<file path="src/rtl/exu_bp_stat_reader_pkg.sv">
// rtl/exu_bp_stat_reader_pkg.sv - shared types for the branch-prediction statistics reader
package veer_types;

  localparam int BP_STAT_NUM = 6;

  // Counter indices in the order the sweep presents them
  typedef enum logic [2:0] {
    BP_PRED      = 3'd0,
    BP_CORRECT   = 3'd1,
    BP_MISPRED   = 3'd2,
    BP_COND_MISP = 3'd3,
    BP_TKP       = 3'd4,
    BP_NTKP      = 3'd5
  } bp_stat_idx_e;

  // One branch-resolution event from the ALU
  typedef struct packed {
    logic valid;
    logic predict_t;
    logic predict_nt;
    logic flush_upper;
    logic cond_mispredict;
  } bp_stat_ev_t;

  typedef enum logic [1:0] {
    DS_IDLE = 2'd0,
    DS_DUMP = 2'd1,
    DS_DONE = 2'd2
  } dump_state_e;

endpackage

</file>
<file path="src/rtl/exu_bp_stat_reader_ctr.sv">
// rtl/exu_bp_stat_reader_ctr.sv - plain flop and single statistic counter with wrap or saturate
module rvdff #(
  parameter int WIDTH = 1
) (
  input  logic             clk,
  input  logic             rst,
  input  logic [WIDTH-1:0] din,
  output logic [WIDTH-1:0] dout
);

  // Basic state flop, cleared by the asynchronous reset
  always_ff @(posedge clk or posedge rst) begin
    if (rst) dout <= '0;
    else     dout <= din;
  end

endmodule

module bp_stat_ctr #(
  parameter int CNT_W    = 32,
  parameter int SATURATE = 0
) (
  input  logic             clk,
  input  logic             rst,
  input  logic             inc,
  input  logic             clr,
  output logic [CNT_W-1:0] cnt
);

  localparam logic [CNT_W-1:0] ONE = CNT_W'(1);

  logic [CNT_W-1:0] q;
  logic [CNT_W-1:0] d;

  // Next value: clear beats increment; all-ones either wraps or sticks
  always_comb begin
    d = q;
    if (clr) begin
      d = '0;
    end else if (inc) begin
      if ((SATURATE != 0) && (&q)) d = q;
      else                         d = q + ONE;
    end
  end

  rvdff #(.WIDTH(CNT_W)) u_q (.clk(clk), .rst(rst), .din(d), .dout(q));

  assign cnt = q;

endmodule

</file>
<file path="src/rtl/exu_bp_stat_reader.sv">
// rtl/exu_bp_stat_reader.sv - branch-prediction statistic counters with random read and sweep stream (option: RV_BP_STAT_SNAPSHOT_EN)
module exu_bp_stat_reader
  import veer_types::*;
#(
  parameter int CNT_W    = 32,
  parameter int SATURATE = 0
) (
  input  logic             clk,
  input  logic             rst,
  input  logic             freeze,
  input  logic             flush,
  input  logic             ev_valid,
  input  logic             ev_predict_t,
  input  logic             ev_predict_nt,
  input  logic             ev_flush_upper,
  input  logic             ev_cond_mispredict,
  input  logic             clr,
  input  logic             rd_req,
  input  logic [2:0]       rd_addr,
  output logic             rd_valid,
  output logic [CNT_W-1:0] rd_data,
  input  logic             dump_start,
  output logic             dump_valid,
  input  logic             dump_ready,
  output logic [2:0]       dump_idx,
  output logic [CNT_W-1:0] dump_data,
  output logic             dump_busy
);

  bp_stat_ev_t ev;
  logic        g;
  logic        p;
  logic [BP_STAT_NUM-1:0] inc;
  logic [CNT_W-1:0] cnt [BP_STAT_NUM];
  logic [CNT_W-1:0] src [BP_STAT_NUM];
  logic [CNT_W-1:0] rd_sel;
  logic [CNT_W-1:0] beat_nxt;
  dump_state_e      state;
  logic             start_ok;

  assign ev = '{valid: ev_valid, predict_t: ev_predict_t, predict_nt: ev_predict_nt,
                flush_upper: ev_flush_upper, cond_mispredict: ev_cond_mispredict};

  assign g = ev.valid & ~flush & ~freeze;
  assign p = g & (ev.predict_t | ev.predict_nt);

  assign inc[BP_PRED]      = p;
  assign inc[BP_CORRECT]   = p & ~ev.flush_upper;
  assign inc[BP_MISPRED]   = p & ev.flush_upper;
  assign inc[BP_COND_MISP] = p & ev.cond_mispredict;
  assign inc[BP_TKP]       = g & ev.predict_t;
  assign inc[BP_NTKP]      = g & ev.predict_nt;

  assign start_ok = (state == DS_IDLE) & dump_start;

  for (genvar i = 0; i < BP_STAT_NUM; i++) begin : g_ctr
    bp_stat_ctr #(.CNT_W(CNT_W), .SATURATE(SATURATE)) u_ctr (
      .clk(clk), .rst(rst), .inc(inc[i]), .clr(clr), .cnt(cnt[i])
    );
`ifdef RV_BP_STAT_SNAPSHOT_EN
    // Shadow bank captured atomically at sweep start; clr leaves it alone
    logic [CNT_W-1:0] bank_d;
    assign bank_d = start_ok ? cnt[i] : src[i];
    rvdff #(.WIDTH(CNT_W)) u_bank (.clk(clk), .rst(rst), .din(bank_d), .dout(src[i]));
`else
    assign src[i] = cnt[i];
`endif
  end

  // Random-read mux; indices past the last counter read as zero
  always_comb begin
    rd_sel = '0;
    for (int i = 0; i < BP_STAT_NUM; i++) begin
      if (rd_addr == i[2:0]) rd_sel = cnt[i];
    end
  end

  rvdff #(.WIDTH(1))     u_rd_valid (.clk(clk), .rst(rst), .din(rd_req), .dout(rd_valid));
  rvdff #(.WIDTH(CNT_W)) u_rd_data  (.clk(clk), .rst(rst), .din(rd_req ? rd_sel : '0), .dout(rd_data));

  // Value for the beat that follows the current one, sampled when it first presents
  always_comb begin
    beat_nxt = '0;
    for (int i = 0; i < BP_STAT_NUM; i++) begin
      if (dump_idx + 3'd1 == i[2:0]) beat_nxt = src[i];
    end
  end

  // Sweep FSM; dump_data only loads when a new beat presents so stalls hold it
  always_ff @(posedge clk or posedge rst) begin
    if (rst) begin
      state      <= DS_IDLE;
      dump_valid <= 1'b0;
      dump_idx   <= 3'd0;
      dump_data  <= '0;
      dump_busy  <= 1'b0;
    end else begin
      case (state)
        DS_IDLE: begin
          if (dump_start) begin
            state      <= DS_DUMP;
            dump_valid <= 1'b1;
            dump_idx   <= 3'd0;
            dump_data  <= cnt[BP_PRED];
            dump_busy  <= 1'b1;
          end
        end
        DS_DUMP: begin
          if (dump_ready) begin
            if (dump_idx == 3'(BP_NTKP)) begin
              state      <= DS_DONE;
              dump_valid <= 1'b0;
              dump_data  <= '0;
            end else begin
              dump_idx  <= dump_idx + 3'd1;
              dump_data <= beat_nxt;
            end
          end
        end
        DS_DONE: begin
          state     <= DS_IDLE;
          dump_busy <= 1'b0;
        end
        default: begin
          state      <= DS_IDLE;
          dump_valid <= 1'b0;
          dump_busy  <= 1'b0;
        end
      endcase
    end
  end

endmodule

</file>
<file path="config.mk">
export PLATFORM = sky130hd
export DESIGN_NAME = exu_bp_stat_reader
export DESIGN_NICKNAME = d
export VERILOG_FILES = /design/src/rtl/exu_bp_stat_reader_pkg.sv /design/src/rtl/exu_bp_stat_reader_ctr.sv /design/src/rtl/exu_bp_stat_reader.sv
export SDC_FILE = /design/constraint.sdc
export NUM_CORES = 1
export LEC_CHECK = 0
export CAP_MARGIN = 10
export CORE_MARGIN = 1.5
export CORE_UTILIZATION = 55
export DETAILED_ROUTE_END_ITERATION = 6
export HOLD_SLACK_MARGIN = 0.12
export PLACE_DENSITY = 0.77
export SYNTH_ARGS = -nofsm -noshare
export SYNTH_HDL_FRONTEND = slang
export SYNTH_SLANG_ARGS = --single-unit
</file>
<file path="constraint.sdc">
create_clock -name clk -period 9 [get_ports clk]
set_input_delay 1.8 -clock clk [delete_from_list [all_inputs] [get_ports clk]]
set_output_delay 1.8 -clock clk [all_outputs]
set_load 0.05 [all_outputs]
</file>
After elaboration in Yosys (flattened, before gate mapping) --
Cells that the tools add are included.
Storage, ports and cells: ROM bits 0, memories 0, logic and storage cells 108, bits in latches 0, bits in registers 264, bits in writable memories 0
Operators by class: reductions and logical operators 15, div/mod/pow operators 0, bitwise gates (word level) 14, multiply operators 0, muxes and demuxes 42, $lt $le $gt $ge 0, eq/ne operators 17, shifts and indexed selects 0, add/sub/neg operators 7
Operators by type and width (number):
- $mux W32 | 28
- $add A32 B1 Y32 const B | 6
- $pmux W32 S2 | 1
- $eq A3 B3 Y1 const B | 5
- $reduce_bool A2 Y1 | 7
- $eq A3 B2 Y1 const B | 4
- $mux W3 | 3
- $and A1 B1 Y1 | 8
- $ne A2 B2 Y1 const B | 4
- $reduce_and A4 Y1 | 2
- $eq A3 B1 Y1 const B | 2
- $logic_not A3 Y1 | 2
- $mux W2 | 3
- $pmux W3 S2 | 1
- $reduce_and A3 Y1 | 2
- $not A1 Y1 | 5
- $pmux W2 S2 | 1
- $add A3 B1 Y3 const B | 1
- $mux W1 | 3
- $pmux W1 S3 | 1
- $eq A2 B1 Y1 const B | 1
- $eq A2 B2 Y1 const B | 1
- $logic_not A2 Y1 | 1
- $pmux W1 S2 | 1
- 2 further kinds | 2

Longest topological paths before layout --
Gate-level depths: netlist of run 1.
depth after elaboration 11, mapped depth 9, mapped depth without buffers 7

Modules after synthesis --
Synthesis of run 1 repeated with hierarchy kept, for this count alone.
Second synthesis, totals: cells, all modules 1766, area, all modules 16326.9 µm²
By module, submodules not included:
- rvdff at g_ctr[0].u_ctr.u_q ... | instances 7, cells each 33, seq. area each 800.8 µm², area each 804.5 µm²
- exu_bp_stat_reader | instances 1, cells each 678, seq. area each 975.9 µm², area each 5447.7 µm²
- bp_stat_ctr at g_ctr[0].u_ctr ... | instances 5, cells each 142, seq. area each 0.0 µm², area each 862.1 µm²
- bp_stat_ctr at g_ctr[2].u_ctr | instances 1, cells each 145, seq. area each 0.0 µm², area each 908.4 µm²
- rvdff at u_rd_valid | instances 1, cells each 2, seq. area each 25.0 µm², area each 28.8 µm²

Worst setup path after synthesis of run 1 --
Ideal clock, no wire load.
path kind input to register, start in flush, end reg g_ctr[0].u_ctr.u_q.dout[6], data arrival time 3.306 ns, setup time 0.125 ns, required time 8.875 ns, setup slack 5.570 ns, stages on the path 6, path through or3b_1 -> buf_6 -> nor2_1 -> nand4_1 -> nor3_1 -> mux2_2
On the way: word-level cells in the longest chain between the ends 5
Ends and longest elaborated chain:
- start, declared | RTL line exu_bp_stat_reader.sv:11 | input logic flush,
- $not A1 Y1 | RTL line exu_bp_stat_reader.sv:44 | assign g = ev.valid & ~flush & ~freeze;
- $and A1 B1 Y1 (2 in series) | RTL line exu_bp_stat_reader.sv:44
- $and A1 B1 Y1 | RTL line exu_bp_stat_reader.sv:45 | assign p = g & (ev.predict_t | ev.predict_nt);
- $reduce_bool A2 Y1 (no source line)
- end signal, assigned | RTL line exu_bp_stat_reader_ctr.sv:14 | else dout <= din;
- end, declared | RTL line exu_bp_stat_reader_ctr.sv:8 | output logic [WIDTH-1:0] dout
Every way passes these cells. A chain may end at the register's enable or synchronous reset.

Worst setup path in the final report of run 1 --
start in ev_valid, end reg g_ctr[1].u_ctr.u_q.dout[23]
On the way: word-level cells in the longest chain between the ends 5
Ends and longest elaborated chain:
- start, declared | RTL line exu_bp_stat_reader.sv:12 | input logic ev_valid,
- $and A1 B1 Y1 (2 in series) | RTL line exu_bp_stat_reader.sv:44
- $and A1 B1 Y1 | RTL line exu_bp_stat_reader.sv:45
- $and A1 B1 Y1 | RTL line exu_bp_stat_reader.sv:48 | assign inc[BP_CORRECT] = p & ~ev.flush_upper;
- $reduce_bool A2 Y1 (no source line)
- end signal, assigned | RTL line exu_bp_stat_reader_ctr.sv:14
- end, declared | RTL line exu_bp_stat_reader_ctr.sv:8
Every way passes these cells.

==> run_summary.xml, run 1 <==
<?xml version="1.0" encoding="UTF-8"?>
<metrics>
  <group name="floorplan">
    <metric name="io-pin-count" unit="">86</metric>
    <metric name="die-height" unit="µm">172.7</metric>
    <metric name="die_area" unit="mm²">0.02983</metric>
    <metric name="initial_utilization" unit="%">56.41</metric>
    <metric name="die_width" unit="µm">172.7</metric>
    <metric name="placeableCoreArea" unit="mm²">0.02809</metric>
    <metric name="row_cnt" unit="">61</metric>
  </group>
  <group name="synthesis">
    <metric name="post_synth_num_cell_types" unit="">52</metric>
    <metric name="synth_fa_ha_area_share" unit="%">0.8687</metric>
    <metric name="synth_top_family_by_area" unit="">simple AND/OR/NAND/NOR gates</metric>
    <metric name="portion_of_netlist_area_occupied_by_mux_cells" unit="%">6.910</metric>
    <metric name="synth_flop_cell" unit="">sky130_fd_sc_hd__dfrtp_1</metric>
    <metric name="synthesis.area_per_instance" unit="µm²">9.079</metric>
    <metric name="synthXorXnorAreaFrac" unit="%">9.232</metric>
    <metric name="synth.ff_latch_count" unit="">264</metric>
    <metric name="synth_warnings" unit="">0</metric>
    <metric name="synth.yosys.seq_area_share" unit="%">41.70</metric>
    <metric name="post_synth_and_or_nand_nor_area_fraction" unit="%">24.81</metric>
    <metric name="synthesis.instances" unit="">1745</metric>
    <metric name="cell_area_synth" unit="mm²">0.01584</metric>
    <metric name="syn_nets" unit="">1772</metric>
    <metric name="async_reset_ff_share" unit="%">100.0</metric>
    <metric name="synth-compound-area-share" unit="%">11.33</metric>
    <metric name="synth_edf_count" unit="">0</metric>
  </group>
  <group name="final_layout">
    <metric name="post-route-util" unit="%">63.56</metric>
    <metric name="seq_area" unit="mm²">0.006606</metric>
    <metric name="final_cell_area" unit="mm²">0.01785</metric>
    <metric name="antenna_cells_inserted" unit="">0</metric>
    <metric name="fill_cells" unit="">2321</metric>
    <metric name="finish.cell_count_without_fillers" unit="">2152</metric>
    <metric name="final_net_count" unit="">1782</metric>
    <metric name="layout-drive-gt1-share" unit="%">8.906</metric>
    <metric name="multi_input_comb_area" unit="mm²">0.008468</metric>
    <metric name="layout-area-overhead-vs-synth" unit="%">12.69</metric>
    <metric name="layout_commonest_cell" unit="">sky130_fd_sc_hd__dfrtp_1</metric>
    <metric name="layout_common_cells" unit="">sky130_fd_sc_hd__dfrtp_1 (264), sky130_fd_sc_hd__nor2_1 (197), sky130_fd_sc_hd__nand3_1 (113), sky130_fd_sc_hd__xor2_1 (107), sky130_fd_sc_hd__nand2_1 (94)</metric>
  </group>
  <group name="grt">
    <metric name="antenna_found_initial" unit="">1</metric>
    <metric name="track_usage" unit="%">31.66</metric>
    <metric name="vias_in_the_first_global_route" unit="">13030</metric>
    <metric name="grt_overflow" unit="">0</metric>
    <metric name="grt_max_degree" unit="">138</metric>
    <metric name="grt_pass1_wl" unit="µm">75540</metric>
  </group>
  <group name="timing">
    <metric name="post-route-period-util" unit="%">45.48</metric>
    <metric name="finalMaxSlewViolations" unit="">0</metric>
    <metric name="unrepaired_setup_endpoints_after_global_routing" unit="">false</metric>
    <metric name="setup-violations-final" unit="">0</metric>
    <metric name="setup_total_negative_slack" unit="ns">0</metric>
    <metric name="worst_pin_slew" unit="ns">1.266</metric>
    <metric name="timing.final.hold_violations" unit="">0</metric>
    <metric name="max-slew-margin-rel" unit="%">14.84</metric>
    <metric name="fin_hold_ws" unit="ns">0.4973</metric>
    <metric name="finalCriticalPeriod" unit="ns">4.094</metric>
    <metric name="post-route-worst-setup-slack" unit="ns">4.906</metric>
    <metric name="max_freq" unit="MHz">244.3</metric>
    <metric name="fin_worst_skew" unit="ns">0.01314</metric>
  </group>
  <group name="detailed_routing">
    <metric name="detail_route.wl_per_cell" unit="µm">22.19</metric>
    <metric name="route.vias.total" unit="">14100</metric>
    <metric name="first_iter_violations" unit="">2078</metric>
    <metric name="drc_errors" unit="">2</metric>
    <metric name="detail_route.first_pass.iterations" unit="">7</metric>
    <metric name="route.antenna.remaining_nets" unit="">0</metric>
    <metric name="routed_wl" unit="µm">47760</metric>
    <metric name="avgViaCountPerCell" unit="">6.552</metric>
  </group>
  <group name="run">
    <metric name="maxcap_viol_count" unit="">0</metric>
  </group>
  <group name="pwr">
    <metric name="power.density_cell_area" unit="mW/mm²">234.1</metric>
    <metric name="design_power_total" unit="mW">4.180</metric>
    <metric name="max_rail_drop_vdd" unit="V">0.0002148</metric>
    <metric name="power.leakage" unit="nW">7.142</metric>
  </group>
  <group name="clocking">
    <metric name="worst_skew_pair.late_latency" unit="ns">0.56</metric>
    <metric name="clock_tree.root_cell" unit="">sky130_fd_sc_hd__clkbuf_16</metric>
    <metric name="clock_transition_time_at_the_flip_flop_clock_pins_of_the_worst_setup_and_hold_paths" unit="ns">0.07</metric>
    <metric name="cts_num_sinks" unit="">264</metric>
    <metric name="cts_tree" unit="">yes</metric>
    <metric name="tritoncts.num_buffers" unit="">29</metric>
    <metric name="cts_hold_buffers" unit="">0</metric>
    <metric name="htree_levels" unit="">1</metric>
    <metric name="postCtsSetupRepairBufs" unit="">0</metric>
    <metric name="cts_repair_resize_count" unit="">0</metric>
    <metric name="cts_max_path_buffers" unit="">3</metric>
  </group>
  <group name="setup_path">
    <metric name="cp_slowest_stage_delay" unit="ns">1.00</metric>
    <metric name="timing.rr.end" unit="">dump_data[26]</metric>
    <metric name="crit_arrival" unit="ns">4.57</metric>
    <metric name="worst_ep_required_time" unit="ns">9.47</metric>
    <metric name="critical_path.cell_chain" unit="">clkdlybuf4s50_1 &gt; nor3b_1 &gt; and4_1 &gt; nand3_1 &gt; or3_1 &gt; a21oi_1</metric>
    <metric name="worst_setup_path_end_kind" unit="">flip-flop</metric>
    <metric name="critical_path_class" unit="">primary input to flip-flop</metric>
    <metric name="worst_r2r_startpoint" unit="">dump_idx[0]</metric>
    <metric name="r2r_setup_slack" unit="ns">5.61</metric>
    <metric name="worst_setup_path_start_kind" unit="">primary input</metric>
    <metric name="worstRegToRegCells" unit="">8</metric>
    <metric name="critical-path-slowest-cell" unit="">sky130_fd_sc_hd__nor3b_1</metric>
    <metric name="crit_path_max_fanout" unit="">6</metric>
  </group>
  <group name="place">
    <metric name="dp_worst_setup_slack" unit="ns">4.348</metric>
    <metric name="place_hpwl" unit="µm">32670</metric>
    <metric name="gp_congestion" unit="">0.9324</metric>
    <metric name="postPlaceCellArea" unit="mm²">0.01688</metric>
    <metric name="numPlacedInstances" unit="">2101</metric>
    <metric name="buffer_ports.inserted" unit="">85</metric>
  </group>
  <group name="hold_path">
    <metric name="hold_path.startpoint" unit="">dump_data[1]</metric>
    <metric name="hold_class" unit="">flip-flop to flip-flop</metric>
    <metric name="worst_hold_path.endpoint" unit="">dump_data[1]</metric>
    <metric name="hold_depth" unit="">2</metric>
  </group>
  <group name="run_status">
    <metric name="violations_in_the_final_reports" unit="">DRC</metric>
    <metric name="status" unit="">finished, violations left</metric>
  </group>
</metrics>
-- power by group --
part	switching [mW]	internal, mW
Clock	0.484	0.743
Combinational	1.11	0.480
Sequential	0.0873	1.27
Total	1.68	2.50
-- area by class of cell --
class	count	area share, %
inverter	76	1.619
timing repair buffer	110	5.880
sequential	264	37.00
clock buffer	42	4.618
multi-input combinational	1274	47.43
tap	378	2.649
clock inverter	8	0.7989
-- cell usage after synthesis, drive strengths merged (27+ instances only) --
cell type	n	share of area, %
a21oi	91	2.9
a31o	29	1.6
and2	43	1.7
buf	36	1.1
clkbuf	95	2.3
dfrtp	264	42
inv	76	1.8
mux2i	34	2.1
mux4	32	4.5
nand2	94	2.2
nand3	113	3.6
nand4	81	3.2
nor2	197	4.7
nor2b	36	1.4
nor3	58	2.0
nor4	50	2.6
o21ai	57	1.8
o221ai	29	1.6
o22ai	35	1.4
o311ai	27	1.5
xnor2	59	3.3
xor2	108	6.0
-- kinds of logic after synthesis --
logic type / count (synthesis)
flops: 264
mux: 69
compound gates: 279
xor+xnor: 167
buf+inv: 207
fa+ha+maj: 11
simple gates: 748
-- metal layers --
| metal | routed length (µm) | track usage (%) | vias to the layer above |
|---|---|---|---|
| met2 | 20830 | 46.94 | 849 |
| met3 | 5900 | 6.464 | 87 |
| met4 | 1026 | 7.210 | 2 |
| li1 | - | - | 6266 |
| met5 | 13 | 0 | - |
| met1 | 19990 | 47.76 | 6896 |
-- flip-flops by register name (all words and copies together) (netlist names) --
register	count
g_ctr.u_ctr.u_q.dout	192
dump_data	32
u_rd_data.dout	32
dump_idx	3
state	2
dump_busy	1
dump_valid	1
u_rd_valid.dout	1
-- worst max-delay path: cells and delay by family --
family          cells  cell delay, ns
simple gates        4            2.10
buf+inv             1            0.51
compound gates      1            0.15
-- how the worst max path moves through the flow --
stage / slack (ns) / cells past startpoint / start / to
floorplan: 3.72 / 1 / rst / dump_busy
global placement: 4.47 / 7 / ev_valid / g_ctr[1].u_ctr.u_q.dout[30]
detailed placement: 4.35 / 7 / ev_valid / g_ctr[1].u_ctr.u_q.dout[16]
CTS: 4.91 / 7 / ev_valid / g_ctr[2].u_ctr.u_q.dout[31]
global route: 4.73 / 6 / ev_valid / g_ctr[1].u_ctr.u_q.dout[25]
finish: 4.91 / 6 / ev_valid / g_ctr[1].u_ctr.u_q.dout[23]
Power figures use the tool's default switching activity.
==> inputs of run 2 (changes only) <==
--- a/config.mk
+++ b/config.mk
@@ -7,10 +7,10 @@
 export LEC_CHECK = 0
 export CAP_MARGIN = 10
 export CORE_MARGIN = 1.5
-export CORE_UTILIZATION = 55
+export CORE_UTILIZATION = 61
 export DETAILED_ROUTE_END_ITERATION = 6
 export HOLD_SLACK_MARGIN = 0.12
-export PLACE_DENSITY = 0.77
+export PLACE_DENSITY = 0.81
 export SYNTH_ARGS = -nofsm -noshare
 export SYNTH_HDL_FRONTEND = slang
 export SYNTH_SLANG_ARGS = --single-unit
==> constraint.sdc (replaced) <==
create_clock -name clk -period 3.9 [get_ports clk]
set_input_delay 0.78 -clock clk [delete_from_list [all_inputs] [get_ports clk]]
set_output_delay 0.78 -clock clk [all_outputs]
set_load 0.05 [all_outputs]
==> run 2 against run 1 <==
Against the previous run:
- the run still ends with DRC left
- worst hold slack better by 0.0060 ns
- register-to-register slack lost 4.8 ns
- critical endpoint is now dump_data[29]
- routed wire length rose by 1.9%
- power up 140%
- non-clock buffer count grew 26
- sequential cell count did not move
==> run_summary.xml, run 2 (synthesis results as in run 1) <==
<?xml version="1.0" encoding="UTF-8"?>
<metrics>
  <group name="floorplan">
    <metric name="io-pin-count" unit="">86</metric>
    <metric name="placeableCoreArea" unit="mm²">0.02533</metric>
    <metric name="initial_utilization" unit="%">62.55</metric>
    <metric name="die_area" unit="mm²">0.02695</metric>
    <metric name="row_cnt" unit="">58</metric>
    <metric name="die_width" unit="µm">164.2</metric>
    <metric name="die-height" unit="µm">164.2</metric>
  </group>
  <group name="setup_path">
    <metric name="critical-path-slowest-cell" unit="">sky130_fd_sc_hd__xnor2_2</metric>
    <metric name="worst_setup_path_end_kind" unit="">flip-flop</metric>
    <metric name="cp_slowest_stage_delay" unit="ns">0.80</metric>
    <metric name="r2r_setup_slack" unit="ns">0.80</metric>
    <metric name="critical_path.cell_chain" unit="">ha_1 &gt; xnor2_2 &gt; nand2b_1 &gt; nor4b_1 &gt; nor3_1 &gt; o22ai_1</metric>
    <metric name="critical_path_class" unit="">flip-flop to flip-flop</metric>
    <metric name="crit_arrival" unit="ns">3.59</metric>
    <metric name="crit_path_max_fanout" unit="">22</metric>
    <metric name="worst_setup_path_start_kind" unit="">flip-flop</metric>
    <metric name="worst_ep_required_time" unit="ns">4.40</metric>
  </group>
  <group name="timing">
    <metric name="finalCriticalPeriod" unit="ns">3.099</metric>
    <metric name="unrepaired_setup_endpoints_after_global_routing" unit="">false</metric>
    <metric name="max_freq" unit="MHz">322.7</metric>
    <metric name="timing.final.hold_violations" unit="">0</metric>
    <metric name="post-route-period-util" unit="%">79.45</metric>
    <metric name="fin_worst_skew" unit="ns">0.02639</metric>
    <metric name="post-route-worst-setup-slack" unit="ns">0.8014</metric>
    <metric name="setup-violations-final" unit="">0</metric>
    <metric name="worst_pin_slew" unit="ns">1.061</metric>
    <metric name="max-slew-margin-rel" unit="%">29.04</metric>
    <metric name="fin_hold_ws" unit="ns">0.5033</metric>
    <metric name="finalMaxSlewViolations" unit="">0</metric>
  </group>
  <group name="run_status">
    <metric name="status" unit="">finished, violations left</metric>
    <metric name="violations_in_the_final_reports" unit="">DRC</metric>
  </group>
  <group name="detailed_routing">
    <metric name="avgViaCountPerCell" unit="">6.792</metric>
    <metric name="route.antenna.remaining_nets" unit="">0</metric>
    <metric name="route.vias.total" unit="">14510</metric>
    <metric name="first_iter_violations" unit="">2331</metric>
    <metric name="detail_route.wl_per_cell" unit="µm">22.79</metric>
    <metric name="drc_errors" unit="">5</metric>
    <metric name="routed_wl" unit="µm">48680</metric>
    <metric name="detail_route.first_pass.iterations" unit="">7</metric>
  </group>
  <group name="place">
    <metric name="dp_worst_setup_slack" unit="ns">0.5713</metric>
    <metric name="place_hpwl" unit="µm">33850</metric>
    <metric name="gp_congestion" unit="">0.9610</metric>
    <metric name="buffer_ports.inserted" unit="">85</metric>
  </group>
  <group name="final_layout">
    <metric name="post-route-util" unit="%">71.95</metric>
    <metric name="antenna_cells_inserted" unit="">0</metric>
    <metric name="reg_top3" unit="">g_ctr.u_ctr.u_q.dout (192), dump_data (32), u_rd_data.dout (32)</metric>
    <metric name="max_reg_flops" unit="">192</metric>
    <metric name="layout_common_cells" unit="">sky130_fd_sc_hd__dfrtp_1 (264), sky130_fd_sc_hd__nor2_1 (197), sky130_fd_sc_hd__nand3_1 (113), sky130_fd_sc_hd__xor2_1 (107), sky130_fd_sc_hd__nand2_1 (94)</metric>
    <metric name="largest-register" unit="">g_ctr.u_ctr.u_q.dout</metric>
    <metric name="layout_commonest_cell" unit="">sky130_fd_sc_hd__dfrtp_1</metric>
    <metric name="layout-drive-gt1-share" unit="%">10.69</metric>
    <metric name="fill_cells" unit="">1907</metric>
    <metric name="layout-area-overhead-vs-synth" unit="%">15.02</metric>
    <metric name="final_net_count" unit="">1809</metric>
  </group>
  <group name="clocking">
    <metric name="clock_transition_time_at_the_flip_flop_clock_pins_of_the_worst_setup_and_hold_paths" unit="ns">0.06</metric>
    <metric name="htree_levels" unit="">1</metric>
    <metric name="clock_tree.root_cell" unit="">sky130_fd_sc_hd__clkbuf_16</metric>
    <metric name="worst_skew_pair.late_latency" unit="ns">0.58</metric>
    <metric name="tritoncts.num_buffers" unit="">30</metric>
    <metric name="cts_tree" unit="">yes</metric>
    <metric name="cts_hold_buffers" unit="">0</metric>
    <metric name="cts_max_path_buffers" unit="">3</metric>
    <metric name="cts_repair_resize_count" unit="">0</metric>
    <metric name="cts_num_sinks" unit="">264</metric>
    <metric name="postCtsSetupRepairBufs" unit="">0</metric>
  </group>
  <group name="grt">
    <metric name="grt_overflow" unit="">0</metric>
    <metric name="vias_in_the_first_global_route" unit="">13620</metric>
    <metric name="grt_max_degree" unit="">93</metric>
    <metric name="antenna_found_initial" unit="">0</metric>
    <metric name="grt_pass1_wl" unit="µm">76910</metric>
    <metric name="track_usage" unit="%">36.83</metric>
  </group>
  <group name="pwr">
    <metric name="switching_share" unit="%">39.59</metric>
    <metric name="max_rail_drop_vdd" unit="V">0.0005397</metric>
    <metric name="combPwrFrac" unit="%">37.6</metric>
    <metric name="power.net_switching" unit="mW">3.975</metric>
    <metric name="seq_power_share" unit="%">31.2</metric>
    <metric name="power.density_cell_area" unit="mW/mm²">551.0</metric>
    <metric name="design_power_total" unit="mW">10.04</metric>
    <metric name="power.share.clock" unit="%">31.3</metric>
    <metric name="power.leakage" unit="nW">7.376</metric>
    <metric name="power_report.internal_total" unit="mW">6.065</metric>
  </group>
  <group name="run">
    <metric name="maxcap_viol_count" unit="">0</metric>
  </group>
  <group name="hold_path">
    <metric name="hold_class" unit="">flip-flop to flip-flop</metric>
  </group>
</metrics>
run 2: cell count changes in the layout (fill, tap and decap cells not counted), sizes merged:
cell and change:
buf +26, bufinv +2, clkbuf -1, clkinv +4, clkinvlp +1
run 2: routing by layer:
layer	track usage (%)	wire length, µm	vias up
met2	53.07	21030	980
li1	-	-	6336
met1	54.96	19880	7064
met5	0	0	-
met4	12.44	1633	0
met3	7.727	6142	128
run 2: power groups by stage:
stage          sequential [mW]  combinational [mW]  clock (mW)
2_1_floorplan             3.76                1.92           0
3_3_place_gp              3.17                3.55           0
3_5_place_dp              3.17                3.64           0
4_1_cts                   3.12                3.67        3.14
5_1_grt                   3.14                3.97        3.27
6_report                  3.13                3.77        3.14
run 2: critical path: cells and delay by family, from the launching register on:
kind / cells / cell delay [ns]
AND/OR/NAND/NOR: 3 / 1.16
XOR/XNOR: 1 / 0.80
flip-flops: 1 / 0.49
adder cells (fa/ha/maj): 1 / 0.38
AO/OA/AOI/OAI: 1 / 0.20
run 2: area by class of cell:
type                            instances  area [µm²]  share of cell area, %
Clock buffer                           41       863.3                  4.738
Clock inverter                         15       234.0                  1.284
Multi-Input combinational cell       1274        8468                  46.47
Timing Repair Buffer                  136        1349                  7.402
Sequential cell                       264        6606                  36.25
Tap cell                              330       412.9                  2.266
Inverter                               76       289.0                  1.586
run 2: through the flow:
stage | setup TNS, ns | instance area (µm²) | instances
2_1_floorplan | -95.97 | 15850 | 1745
3_3_place_gp | 0 | 17110 | 2079
3_5_place_dp | 0 | 17110 | 2079
4_1_cts | 0 | 18210 | 2135
5_1_grt | 0 | 18220 | 2136
6_report | 0 | 18220 | 2136
run 2: path summary, 6_finish.rpt:
| kind | startpoint | end | cells after the start |
|---|---|---|---|
| max in group asynchronous | rst | u_rd_data.dout[15] | 3 |
| max reg2reg | dump_idx[0] | dump_data[29] | 6 |
| min | dump_data[6] | dump_data[6] | 2 |
| min in group asynchronous | rst | g_ctr[5].u_ctr.u_q.dout[9] | 2 |
| min reg2reg | dump_data[6] | dump_data[6] | 2 |
| max | dump_idx[0] | dump_data[29] | 6 |
